===== src/rtl/exc_flush_ctrl.sv =====
// rtl/exc_flush_ctrl.sv - exception/ERTN commit sequencer: CSR strobes, fetch drain, redirect
module exc_flush_ctrl #(
  parameter int OST_W = 2
) (
  input  logic        clk,
  input  logic        resetn,
  input  logic        wb_ex,
  input  logic [5:0]  wb_ecode,
  input  logic [8:0]  wb_esubcode,
  input  logic [31:0] wb_pc,
  input  logic        ertn_flush,
  input  logic [31:0] csr_eentry,
  input  logic [31:0] csr_era,
  input  logic        inst_req_hs,
  input  logic        inst_data_ok,
  input  logic        redirect_ready,
  output logic        flush_all,
  output logic        fetch_block,
  output logic        inst_discard,
  output logic        csr_ex_we,
  output logic [5:0]  csr_ex_ecode,
  output logic [8:0]  csr_ex_esubcode,
  output logic [31:0] csr_ex_pc,
  output logic        csr_ertn_we,
  output logic        redirect_valid,
  output logic [31:0] redirect_pc
);

  typedef enum logic [1:0] {S_IDLE, S_COMMIT, S_DRAIN, S_REDIR} state_t;

  localparam logic [OST_W-1:0] OST_MAX = '1;

  state_t           state;
  logic [OST_W-1:0] ost_cnt;
  logic [OST_W-1:0] ost_next;
  logic [31:0]      target;
  logic             trap_req;

  assign trap_req     = (state == S_IDLE) & (wb_ex | ertn_flush);
  assign flush_all    = trap_req | (state != S_IDLE);
  assign fetch_block  = flush_all | (ost_cnt == OST_MAX);
  assign inst_discard = inst_data_ok & (state != S_IDLE);

  // Saturating outstanding count; out-of-range steps are protocol errors and simply hold.
  always_comb begin
    ost_next = ost_cnt;
    if (inst_req_hs && !inst_data_ok && ost_cnt != OST_MAX)
      ost_next = ost_cnt + 1'b1;
    else if (!inst_req_hs && inst_data_ok && ost_cnt != '0)
      ost_next = ost_cnt - 1'b1;
  end

  always_ff @(posedge clk) begin
    if (!resetn) begin
      state           <= S_IDLE;
      ost_cnt         <= '0;
      target          <= '0;
      csr_ex_we       <= 1'b0;
      csr_ertn_we     <= 1'b0;
      csr_ex_ecode    <= '0;
      csr_ex_esubcode <= '0;
      csr_ex_pc       <= '0;
      redirect_valid  <= 1'b0;
      redirect_pc     <= '0;
    end else begin
      ost_cnt     <= ost_next;
      csr_ex_we   <= 1'b0;
      csr_ertn_we <= 1'b0;
      case (state)
        S_IDLE: begin
          if (wb_ex || ertn_flush) begin
            csr_ex_ecode    <= wb_ecode;
            csr_ex_esubcode <= wb_esubcode;
            csr_ex_pc       <= wb_pc;
            target          <= wb_ex ? csr_eentry : csr_era;
            csr_ex_we       <= wb_ex;
            csr_ertn_we     <= ~wb_ex;
            state           <= S_COMMIT;
          end
        end
        S_COMMIT: state <= S_DRAIN;
        S_DRAIN: begin
          // Look at the next count so the redirect follows the last stale response directly.
          if (ost_next == '0) begin
            state          <= S_REDIR;
            redirect_valid <= 1'b1;
            redirect_pc    <= target;
          end
        end
        S_REDIR: begin
          if (redirect_ready) begin
            state          <= S_IDLE;
            redirect_valid <= 1'b0;
            redirect_pc    <= '0;
          end
        end
      endcase
    end
  end

endmodule

===== config.mk =====
export PLATFORM = sky130hd
export DESIGN_NAME = exc_flush_ctrl
export DESIGN_NICKNAME = d
export VERILOG_FILES = /design/src/rtl/exc_flush_ctrl.sv
export SDC_FILE = /design/constraint.sdc
export NUM_CORES = 1
export LEC_CHECK = 0
export CAP_MARGIN = 20
export CORE_ASPECT_RATIO = 0.5
export CORE_MARGIN = 8
export CORE_UTILIZATION = 39
export DETAILED_ROUTE_END_ITERATION = 8
export GPL_TIMING_DRIVEN = 0
export PLACE_DENSITY = 0.85
export SYNTH_ARGS = -nofsm -noshare
export SYNTH_HDL_FRONTEND = slang
export SYNTH_SLANG_ARGS = --single-unit

===== constraint.sdc =====
create_clock -name clk -period 2.12 [get_ports clk]
set_clock_uncertainty 0.2 [all_clocks]
set_input_delay 0.424 -clock clk [delete_from_list [all_inputs] [get_ports clk]]
set_output_delay 0.424 -clock clk [all_outputs]
set_load 0.03 [all_outputs]

==> metrics.yaml <==
timing:
  fmax_mhz: 446
  finalHoldViolCount: 0
  slew_headroom_pct: 47.1
  tns_ns: -1.40
  worst_slack_ns: -0.121
  timing.hold.ws_ns: 0.257
  rsz0062_at_grt: "yes"
  tightestPinTransition_ns: 0.794
  fin_crit_ns: 2.24
  finalSetupViolCount: 31
  fin_crit_sh_pct: 106
  maxSlewViolCount: 0
cells_and_area:
  area.growth.synth_to_final_pct: 61.8
  mostFrequentLayoutCells: "clkdlybuf4s50_1 (192), nand2_1 (163), dfxtp_1 (114)"
  fin_cells: 957
  drive_above_1_share_pct: 10.4
  nets: 897
  fillers: 984
  diodes: 0
  final_common_cell: "clkdlybuf4s50_1"
clocking:
  holdBufCountCts: 0
  cts_buffers: 17
  cts_tree: "yes"
  clk_pin_slew_ns: 0.06
  clockBufferDepth: 2
  cts_root_buf: "clkbuf_16"
  insertion_delay_ns: 0.40
  clock-sinks: 118
  htreeDepth: 4
worst_setup_path:
  start_kind: "register"
  worst_ep_required_time_ns: 2.23
  worstPathMaxFanout: 8
  path_class: "register to register"
  end_kind: "register"
  arrival_ns: 2.36
synth:
  ys_ff_latch: 118
  ys_async_sr_fraction_pct: 0
  syn_avg_cell_area_um2: 9.29
  synth_seq_area_share_pct: 46.7
  syn_nets: 668
  synth_cell_type_count: 31
  synth-edff-count: 0
  syn_area_um2: 5060
  yosysWarnings: 0
  synth_flop_cell: "dfxtp_1"
  synthCells: 545
power:
  peakVddDrop_mv: 0.731
  leakage_nw: 3.43
  power_density_nw_per_um2: 1230
floorplanning:
  fp.dieW_um: 177
  core-area_um2: 12700
  dieHeight_um: 96.6
  num_io_pins: 203
  dieArea_um2: 17100
  initial_core_util_pct: 40.0
  fp-row-count: 29
hold_path:
  hold_class: "register to register"
routing:
  via_per_inst: 4.97
  dr.pass1.iters: 4
  avgRoutedWirePerCell_um: 17.4
  drt-total-wl_um: 16700
  drc: 0
  drt_iter0_markers: 160
  final_antenna_net_count: 0
  dr_total_vias: 4755
global_route:
  antenna_found_initial: 0
  grt_max_degree: 17
  grt_pass1_wl_um: 24900
  grt.total_usage_pct: 18.5
  grt.overflow.total: 0
  grt_pass1_vias: 4798
place:
  portBuffers: 199
  dp_hpwl_um: 12000
  gp_congestion: 0.791
  placed_cells: 914
  place_ws_ns: -0.704
outcome:
  status: "finished, violations left"
  failed_checks: "negative setup slack"
run:
  drv_cap: 0
## timing repair
action / in CTS / in global routing
setup endpoints to repair: 99 / 94
pin swaps: 4 / 5
buffers inserted: 5 / 3
gates cloned: 2 / 1
resized for setup: 39 / 27
## per-layer routing
| layer | wire length, um | global-route usage [%] | vias to the layer above |
|---|---|---|---|
| met1 | 6620 | 20.3 | 2264 |
| met2 | 8500 | 34.7 | 153 |
| li1 | - | - | 2315 |
| met4 | 278 | 5.77 | 0 |
| met5 | 0 | 0 | - |
| met3 | 1280 | 5.08 | 23 |
## cells in the mapped netlist (3+ instances only)
cell type | instances | area [um2]
ha_1 | 5 | 62.6
nor2b_1 | 6 | 37.5
buf_1 | 3 | 11.3
mux2i_1 | 65 | 651
dfxtp_1 | 118 | 2360
nand2_1 | 164 | 616
buf_6 | 4 | 45.0
o211a_1 | 33 | 330
clkbuf_1 | 37 | 139
nor3_1 | 3 | 15.0
a21boi_0 | 47 | 353
nand3b_1 | 32 | 240
inv_1 | 4 | 15.0
## final cells by class
cell class	count	area, um2	area share [%]
clock buffer	21	470	5.74
tap	170	213	2.60
multi-input combinational	378	2550	31.2
buffer	45	238	2.90
timing repair buffer	210	2150	26.3
clock inverter	11	173	2.11
inverter	4	17.5	0.214
sequential	118	2370	29.0
## sequential cells by signal (all words and copies together), names as in the netlist
name	cells
csr_ertn_we	1
csr_ex_ecode	6
csr_ex_esubcode	9
csr_ex_pc	32
csr_ex_we	1
ost_cnt	2
redirect_pc	32
redirect_valid	1
state	2
target	32
## report_power, final
group          internal (mW)  switching [mW]
clock                   2.06            1.02
sequential              2.79           0.309
combinational           1.74            2.15
## final timing paths
check	from	end	slack, ns	depth (start not counted)
worst max-delay path	ost_cnt[1]	redirect_pc[22]	-0.12	9
worst min-delay path	redirect_pc[13]	redirect_pc[13]	0.26	2
worst max register to register	ost_cnt[1]	redirect_pc[22]	-0.12	9
worst min register to register	redirect_pc[13]	redirect_pc[13]	0.26	2
## cell families (layout without fill, tap and decap cells)
| kind of cell | count (synthesis) | after routing | synth area share [%] |
|---|---|---|---|
| buf+inv | 49 | 291 | 4.25 |
| compound gates | 90 | 90 | 15.3 |
| fa+ha+maj | 5 | 5 | 1.24 |
| mux | 65 | 65 | 12.9 |
| flops | 118 | 118 | 46.7 |
| simple gates | 218 | 218 | 19.7 |
## stage by stage
stage	utilization, %	area (um2)	total power [mW]
6_report	64.7	8190	10.1
5_1_grt	64.7	8190	10.6
2_1_floorplan	-	5060	5.21
3_3_place_gp	57.4	7270	6.53
4_1_cts	63.9	8090	10.0
3_5_place_dp	57.4	7270	6.64
## worst max-delay path, cell delays in order, from the launching register on
cell     delay, ns
dfxtp_4       0.37
inv_2         0.05
ha_4          0.23
nor3_1        0.22
o21a_1        0.24
o31ai_4       0.09
a21oi_4       0.21
buf_12        0.18
buf_8         0.14
mux2i_1       0.22
No activity file was read; power rests on OpenSTA's default activity.
